## config.mk

```make
export PLATFORM = sky130hd
export DESIGN_NAME = imm_gen_pipe
export DESIGN_NICKNAME = d
export VERILOG_FILES = /design/src/rtl/imm_gen_pipe.sv
export SDC_FILE = /design/constraint.sdc
export NUM_CORES = 1
export LEC_CHECK = 0
export CAP_MARGIN = 20
export CORE_AREA = 2 2 111 113
export DETAILED_ROUTE_END_ITERATION = 8
export DIE_AREA = 0 0 113 115
export HOLD_SLACK_MARGIN = 0.06
export PLACE_DENSITY_LB_ADDON = 0.2
export SLEW_MARGIN = 10
export SYNTH_ARGS = -nofsm -noshare
export SYNTH_HDL_FRONTEND = slang
export SYNTH_SLANG_ARGS = --single-unit
```

## constraint.sdc

```tcl
create_clock -name CLK -period 3.9 [get_ports CLK]
set_input_delay 0.39 -clock CLK [delete_from_list [all_inputs] [get_ports CLK]]
set_output_delay 0.39 -clock CLK [all_outputs]
set_load 0.01 [all_outputs]
```

## src/rtl/imm_gen_pipe.sv

```systemverilog
// imm_gen_pipe: pipelined RISC-V immediate generator with a 2-entry output skid buffer.
//
// The immediate is decoded combinationally from the incoming instruction and
// captured into the buffer when a beat is accepted. The buffer head drives the
// outputs, so nothing on the input side reaches out_valid/out_imm within a cycle.
//
// Parameters:
//   XLEN  - immediate width, 32 or 64
//   TAG_W - sideband tag width
//
// Ports:
//   CLK, RESET              - rising-edge clock, synchronous active-high reset
//   in_valid / in_ready     - input handshake
//   in_inst, in_imm_sel     - instruction word; [2:0] format, [3] zero-extend modifier
//   in_tag                  - sideband carried with the beat
//   flush                   - drop every buffered beat and the beat offered this cycle
//   out_valid / out_ready   - output handshake
//   out_imm, out_tag        - head-of-buffer immediate and tag (zero when not valid)
//   out_illegal             - head beat used a reserved or unsupported select code
//
// Build option:
//   IMM_GEN_CSR_EN - when defined, select code 3'b110 decodes the CSR uimm
//                    (zero-extended inst[19:15]); otherwise it is reserved.

module imm_gen_pipe #(
  parameter int unsigned XLEN  = 32,
  parameter int unsigned TAG_W = 32
) (
  input  logic             CLK,
  input  logic             RESET,
  input  logic             in_valid,
  output logic             in_ready,
  input  logic [31:0]      in_inst,
  input  logic [3:0]       in_imm_sel,
  input  logic [TAG_W-1:0] in_tag,
  input  logic             flush,
  output logic             out_valid,
  input  logic             out_ready,
  output logic [XLEN-1:0]  out_imm,
  output logic [TAG_W-1:0] out_tag,
  output logic             out_illegal
);

  localparam int unsigned DEPTH   = 2;
  localparam int unsigned CNT_W   = 2;

  localparam logic [2:0] FMT_U     = 3'b000;
  localparam logic [2:0] FMT_J     = 3'b001;
  localparam logic [2:0] FMT_I     = 3'b010;
  localparam logic [2:0] FMT_B     = 3'b011;
  localparam logic [2:0] FMT_S     = 3'b100;
  localparam logic [2:0] FMT_SHAMT = 3'b101;
  localparam logic [2:0] FMT_CSR   = 3'b110;
  localparam logic [2:0] FMT_RSVD  = 3'b111;

  typedef struct packed {
    logic [XLEN-1:0]  imm;
    logic [TAG_W-1:0] tag;
    logic             illegal;
  } entry_t;

  entry_t           mem_q [DEPTH];
  entry_t           mem_d [DEPTH];
  logic             head_q, head_d;
  logic [CNT_W-1:0] count_q, count_d;

  logic [2:0]       fmt;
  logic             uns;
  logic [XLEN-1:0]  imm_new;
  logic             ill_new;
  logic             push;
  logic             pop;
  logic             tail;
  logic             unused_inst_bits;

  assign fmt = in_imm_sel[2:0];
  assign uns = in_imm_sel[3];

  // Opcode bits never contribute to any immediate.
  assign unused_inst_bits = ^in_inst[6:0];

  // Immediate decode; size casts of signed operands perform the sign extension.
  always_comb begin
    imm_new = '0;
    ill_new = 1'b0;
    unique case (fmt)
      FMT_U: begin
        imm_new = XLEN'($signed({in_inst[31:12], 12'b0}));
      end
      FMT_J: begin
        if (uns) begin
          imm_new = XLEN'({in_inst[31:12], 1'b0});
        end else begin
          imm_new = XLEN'($signed({in_inst[31], in_inst[19:12], in_inst[20],
                                   in_inst[30:21], 1'b0}));
        end
      end
      FMT_I: begin
        if (uns) begin
          imm_new = XLEN'(in_inst[31:20]);
        end else begin
          imm_new = XLEN'($signed(in_inst[31:20]));
        end
      end
      FMT_B: begin
        imm_new = XLEN'($signed({in_inst[31], in_inst[7], in_inst[30:25],
                                 in_inst[11:8], 1'b0}));
      end
      FMT_S: begin
        if (uns) begin
          imm_new = XLEN'({in_inst[31:25], in_inst[11:7]});
        end else begin
          imm_new = XLEN'($signed({in_inst[31:25], in_inst[11:7]}));
        end
      end
      FMT_SHAMT: begin
        // RV64 shift amounts carry one more bit than RV32.
        if (XLEN == 64) begin
          imm_new = XLEN'(in_inst[25:20]);
        end else begin
          imm_new = XLEN'(in_inst[24:20]);
        end
      end
      FMT_CSR: begin
`ifdef IMM_GEN_CSR_EN
        imm_new = XLEN'(in_inst[19:15]);
`else
        ill_new = 1'b1;
`endif
      end
      FMT_RSVD: begin
        ill_new = 1'b1;
      end
      default: begin
        ill_new = 1'b1;
      end
    endcase
  end

  // Ready and valid come from the registered occupancy only.
  assign in_ready  = !RESET && (count_q < CNT_W'(DEPTH));
  assign out_valid = !RESET && (count_q != '0);

  assign push = in_valid && in_ready;
  assign pop  = out_valid && out_ready;
  assign tail = head_q ^ count_q[0];

  // Buffer next state: flush empties it after letting a same-cycle pop complete.
  always_comb begin
    mem_d   = mem_q;
    head_d  = head_q;
    count_d = count_q;
    if (pop) begin
      head_d = ~head_q;
    end
    if (flush) begin
      count_d = '0;
    end else begin
      if (push) begin
        mem_d[tail] = '{imm: imm_new, tag: in_tag, illegal: ill_new};
      end
      count_d = count_q + CNT_W'(push) - CNT_W'(pop);
    end
  end

  always_ff @(posedge CLK) begin
    if (RESET) begin
      head_q  <= 1'b0;
      count_q <= '0;
      for (int i = 0; i < DEPTH; i++) begin
        mem_q[i] <= '0;
      end
    end else begin
      head_q  <= head_d;
      count_q <= count_d;
      for (int i = 0; i < DEPTH; i++) begin
        mem_q[i] <= mem_d[i];
      end
    end
  end

  // Outputs are forced to zero whenever no beat is presented.
  assign out_imm     = out_valid ? mem_q[head_q].imm     : '0;
  assign out_tag     = out_valid ? mem_q[head_q].tag     : '0;
  assign out_illegal = out_valid ? mem_q[head_q].illegal : 1'b0;

endmodule

```

==> run metrics, run 1 <==
status=complete, but fails checks; failing checks=DRC; hold path start=RESET; root buffer cell=clkbuf_16; worst hold path type=input port to register; terminus of the critical flop-to-flop path=count_q[1]; top post-synthesis cells by area=dfxtp_1, mux2i_1, nand2_1; Syn Std Cell Area=roughly 6300 µm²; count leader, synth=nand2_1; Mapped Cells=789; DR iter-0 viols=around 530; dpl cell area=between 7000 and 8000 µm²; slowest CP cell=o21bai_4; reg-to-reg slack, setup=approximately 1.5 ns; Critical Path Fanout Max=36; Hold Violations, Final=0; Syn-to-layout area delta=28.77%; HPWL after detailed placement=approximately 11 mm; Die X-Extent=~110 µm; initial antenna violation count=0; io pins=140; most frequent cells after synthesis=nand2_1, nor2_1, dfxtp_1; routed length per instance=about 16 µm; cts bufs inserted=17; setup bufs post-CTS=0; fmax=about 330 MHz; Setup Crit Path Kind=register to output port; ys async rst share=0%; Max clock buf depth=2; minimum clock period=2.995 ns; Clock transition at path regs=approximately 0.050 ns; Routed Antenna Nets=0; final setup fails=0; yosys warns=0; Post-synth EDFFs=0; pwr dens=between 300 and 400 nW/µm²; Post-Route WL=between 15 and 20 mm; core area=~12000 µm²; RSZ-0062 raised after global routing=no; num rows=40; Seq/Total Area, Yosys=~42%; first-pass GRT wire length=roughly 27 mm; share of the synthesized area in the top cell type=a little over two fifths; CTS tree=yes; Clock Skew=between 0.007 and 0.008 ns; via/cell ratio=about 5.7; crit share post-route=76.81%; Die ar.=13000 µm²; Slew Limit Fails=0; Critical Path End Type=output port; Worst Path Arrival=2.61 ns; n_diodes=0; mean post-synth cell area=roughly 8 µm²; largest net degree at the start of global routing=between 100 and 150; # port buffers=132; clock insertion delay at the later pin of the skew report=~0.42 ns; Cells on Worst Hold Path=2; peak supply drop=~0.00029 V; Die Ht=about 120 µm; Syn Nets=around 860; worst slew pin tran=roughly 0.82 ns; grt ovf=0; setup TNS=0 ns; drt pass-1 iters=7; # clock sinks=133; max incr delay on CP=a little under 0.7 ns; CP required=roughly 3.5 ns; Tot GR Track Use=25.41%; fin nets=~960; worst flop-to-flop path startpoint=count_q[0]; Cell variety after synth=43; crit-path cells=o21bai_4 > buf_4 > nor2_1 > clkdlybuf4s50_1; htree depth=4; top_reg_cell synth=dfxtp_1; FF+latch count, synth=roughly 130; vias in the first global route=roughly 5600; hold_buf cts=0; Leak Pwr=2.552 nW; layout cell share with drive strength beyond 1=slightly above 5%; detailed-route via count=around 6000; Initial Util=53.42%; max_slew headroom=a little under half; number of remaining DRC errors=8; post-cts resize count=0; cells on worst reg2reg path=9; GPL Wtd Cong=approximately 1; Finished Cell Area=between 8000 and 9000 µm²; Yosys top cell by area=dfxtp_1; startpoint types=register; Hold Path End=mem_q[88]; max cap viols=0
power by group:
group	internal, mW	switching (mW)
combinational	0.151	0.178
clock	0.825	0.540
sequential	1.40	0.0241
total	2.37	0.742
per-layer routing:
metal	part of all wire (%)	routed length [µm]	GRT usage [%]	up-vias
met5	0	0	0	-
met4	2.1	342	10.24	0
met3	7.0	1153	5.535	27
li1	-	-	-	2905
met2	47	7836	42.75	237
met1	44	7206	31.93	2764
area by class of cell:
| class | count | area (µm²) |
|---|---|---|
| tap | 147 | 183.9 |
| fill | 980 | 3686 |
| inverter | 6 | 22.52 |
| sequential | 133 | 2666 |
| timing repair buffer | 145 | 1436 |
| clock inverter | 5 | 30.03 |
| multi-input combinational | 578 | 3318 |
| clock buffer | 23 | 467.9 |
flip-flops by register name (all words and copies together) (netlist names):
register  cells
count_q       2
mem_q       130
head_q        1
placed cells by master (no fill, tap or decap), drive strengths merged, types with 3 or more instances in the layout:
cell,count
a32o,3
o21ai,13
a22oi,6
buf,14
nand2,150
clkdlybuf4s50,131
clkbuf,23
a21oi,68
inv,6
xnor2,4
nor3,15
nand3b,5
nor2,135
a2bb2oi,8
nor2b,3
a211oi,31
a311oi,28
dfxtp,133
a221o,3
clkinv,3
nand2b,6
o21a,7
mux2i,74
how the worst max path moves through the flow:
stage,from,end,slack [ns],cells after the start
after floorplan,RESET,count_q[1],1.87,10
after global routing,count_q[0],out_tag[0],0.76,4
after global placement,RESET,count_q[1],1.14,10
after CTS,count_q[0],out_imm[8],0.88,4
final,count_q[0],out_tag[0],0.90,4
after detailed placement,RESET,count_q[1],1.06,10
metrics by stage:
step	worst slack, ns	power (mW)	hold WS [ns]	std cells	utilization [%]
6_report	0.9045	3.115	0.3364	1037	68.79
5_1_grt	0.7617	3.220	0.3413	1037	68.79
4_1_cts	0.8837	3.125	0.3210	1036	68.56
3_5_place_dp	1.059	1.771	0.4460	1008	64.34
3_3_place_gp	1.142	1.759	0.4406	1008	64.34
2_1_floorplan	1.870	1.637	0.4357	789	-
worst max-delay path, delay by kind of cell, from the launching register on:
family / cells / cell delay, ns
flip-flops: 1 / 0.37
AO/OA/AOI/OAI: 1 / 0.69
buffers and inverters: 2 / 1.00
AND/OR/NAND/NOR: 1 / 0.12
cells by family after synthesis:
group	count (synthesis)	share of synthesized area, %
AND/OR/NAND/NOR	323	20.82
AO/OA/AOI/OAI	173	18.38
flip-flops	133	42.20
buffers and inverters	78	5.632
multiplexers	74	11.74
XOR/XNOR	6	0.8328
adder cells (fa/ha/maj)	2	0.3965
Note: power is estimated with default switching activity, not from simulation.
==> inputs of run 2 (changes only) <==
--- a/config.mk
+++ b/config.mk
@@ -6,9 +6,9 @@
 export NUM_CORES = 1
 export LEC_CHECK = 0
 export CAP_MARGIN = 20
-export CORE_AREA = 2 2 111 113
+export CORE_AREA = 2 2 115 117
 export DETAILED_ROUTE_END_ITERATION = 8
-export DIE_AREA = 0 0 113 115
+export DIE_AREA = 0 0 117 119
 export HOLD_SLACK_MARGIN = 0.06
 export PLACE_DENSITY_LB_ADDON = 0.2
 export SLEW_MARGIN = 10
==> constraint.sdc (replaced) <==
create_clock -name CLK -period 3.05 [get_ports CLK]
set_input_delay 0.305 -clock CLK [delete_from_list [all_inputs] [get_ports CLK]]
set_output_delay 0.305 -clock CLK [all_outputs]
set_load 0.01 [all_outputs]
==> run 2 against run 1 <==
Combinational power increased by 31%. The run now ends clean. Sequential share of layout area decreased by 1.3 points. Die area increased by 7.1%. Non-clock buffer count increased by 5. Sequential cell count unchanged. Register-to-register slack got worse by 0.78 ns. Via count increased by 1.9%. Clock power increased by 83%. Hold slack improved by 0.11 ns. Setup slack got worse by 0.58 ns. Sequential power increased by 27%.
==> run metrics, run 2 (synthesis results as in run 1) <==
CP Buf/Inv Count=2 (unchanged); Largest register FFs=130 (unchanged); clock insertion delay at the later pin of the skew report=0.42 ns (about the same); via/cell ratio=5.616 (was 5.721); hold_buf cts=0 (unchanged); Setup Crit Path Kind=register to output port (unchanged); DR iter-0 viols=521 (was 525); # clock sinks=133 (unchanged); layout cell share with drive strength beyond 1=6.444% (was 5.056%); highest metal used=met4 (unchanged); slowest CP cell=o21bai_4 (unchanged); startpoint types=register (unchanged); met2 wire length=8.635 mm (was 7.836 mm); RSZ-0062 raised after global routing=no (unchanged); footprint of the multi-input gates=3329 µm² (was 3318 µm²); GPL Wtd Cong=0.9085 (was 0.9969); reg-to-reg slack, setup=0.70 ns (was 1.48 ns); Hold Violations, Final=0 (unchanged); crit share post-route=89.25%; core area=12870 µm² (was 11810 µm²); worst slew pin tran=1.097 ns (was 0.8187 ns); grt ovf=0 (unchanged); # fillers=1102 (was 980); Clock transition at path regs=0.05 ns (about the same); Routed Antenna Nets=0 (unchanged); commonest cells after routing, fill and taps aside=nand2_1, nor2_1, dfxtp_1 (unchanged); CP required=2.74 ns (was 3.51 ns); Regs by FF count=mem_q x130, count_q x2, head_q x1 (unchanged); Clock Skew=0.007970 ns (was 0.007112 ns); fmax=367.4 MHz; crit-path cells=o21bai_4 > buf_4 > nor2_1 > clkdlybuf4s50_1 (unchanged); HPWL after detailed placement=11.17 mm (was 10.80 mm); Post-Route WL=17.30 mm (was 16.54 mm); delay-heaviest family, CP=buffers and inverters (unchanged); peak supply drop=0.0004543 V (was 0.0002895 V); Post-Route M1 WL=7.351 mm (was 7.206 mm); root buffer cell=clkbuf_16 (unchanged); n_diodes=0 (unchanged); fin nets=962 (was 956); Worst Path Arrival=2.42 ns (was 2.61 ns); first-pass GRT wire length=27.18 mm (was 26.88 mm); Die ar.=13920 µm² (was 13000 µm²); vias in the first global route=5717 (was 5599); detailed-route via count=6043 (was 5933); initial antenna violation count=0 (unchanged); Sequential cell area=2666 µm² (unchanged); # port buffers=132 (unchanged); Die X-Extent=117 µm (was 113 µm); routed length per instance=16.08 µm (was 15.95 µm); status=completed (was complete, but fails checks); Critical Path End Type=output port (unchanged); largest net degree at the start of global routing=71 (was 115); max_slew headroom=26.85% (was 45.27%); max cap viols=0 (unchanged); num rows=42 (was 40); Core Util, Final=65.77% (was 68.79%); Max clock buf depth=2 (unchanged); cts bufs inserted=17 (unchanged); post-cts resize count=0 (unchanged); Syn-to-layout area delta=34.21% (was 28.77%); htree depth=4 (unchanged); most flop-heavy register=mem_q (unchanged); CTS tree=yes (unchanged); pwr dens=561.9 nW/µm² (was 383.3 nW/µm²); max incr delay on CP=0.61 ns (was 0.69 ns); minimum clock period=2.722 ns; Slew Limit Fails=0 (unchanged); Tot GR Track Use=24.74% (was 25.41%); worst hold path type=register to register (was input port to register); setup bufs post-CTS=0 (unchanged); number of remaining DRC errors=0 (was 8); drt pass-1 iters=5 (was 7); wire length on met3=983 µm (was 1.153 mm); Critical Path Fanout Max=24 (was 36); final setup fails=0 (unchanged); Die Ht=119 µm (was 115 µm); Leak Pwr=2.694 nW (was 2.552 nW); Initial Util=49.01% (was 53.42%); commonest non-fill, non-tap cell in the layout=nand2_1 (unchanged); io pins=140 (unchanged); setup TNS=0 ns (unchanged)
-- run 2: cell count changes in the layout (fill, tap and decap cells not counted), moves of 2 or more --
| cell | before | now |
|---|---|---|
| buf_12 | 0 | 3 |
| clkinv_4 | 0 | 2 |
| clkbuf_1 | 4 | 1 |
| bufinv_16 | 0 | 8 |
| buf_4 | 13 | 16 |
| clkinv_2 | 3 | 1 |
-- run 2: cell type report --
| type | instances | share of cell area [%] |
|---|---|---|
| inverters | 6 | 0.2660 |
| flip-flops and latches | 133 | 31.49 |
| clock inverters | 12 | 3.191 |
| clock buffers | 20 | 5.526 |
| well taps | 176 | 2.600 |
| repair buffers | 150 | 17.61 |
| multi-input cells | 579 | 39.32 |
-- run 2: per-layer routing --
metal	up-vias	global-route usage (%)
met2	201	40.72
met3	27	5.903
met1	2887	30.91
met4	0	10.00
met5	-	0
li1	2928	-
-- run 2: where the power goes --
group          switching, mW  internal (mW)
logic                  0.235          0.196
registers             0.0288           1.79
clock network          0.744           1.77
total                   1.01           3.75
-- run 2: final timing paths --
path / startpoint / end / depth (start not counted)
setup / recovery: count_q[1] / out_imm[31] / 4
hold / removal: mem_q[84] / mem_q[84] / 2
setup reg to reg: count_q[1] / count_q[1] / 9
hold reg to reg: mem_q[84] / mem_q[84] / 2
-- run 2: metrics by stage --
| step | hold WS, ns | total power [mW] | worst slack (ns) | std cells | area [µm²] |
|---|---|---|---|---|---|
| finish | 0.4511 | 4.758 | 0.3279 | 1076 | 8468 |
| global route | 0.4675 | 4.902 | 0.2205 | 1076 | 8468 |
| CTS | 0.4540 | 4.784 | 0.2929 | 1076 | 8468 |
| detailed placement | 0.4461 | 2.272 | 0.3758 | 1043 | 7719 |
| global placement | 0.4409 | 2.256 | 0.4074 | 1043 | 7719 |
| floorplan | 0.3808 | 2.093 | 1.105 | 789 | 6310 |
-- run 2: worst register-to-register path, cell delays in order (launching register included) --
cell and delay, ns:
dfxtp_1 0.40, o21bai_4 0.61, inv_1 0.12, and2_1 0.22
ha_1 0.29, inv_1 0.05, ha_1 0.14, xor2_1 0.18
xnor2_1 0.14, nor3_1 0.06
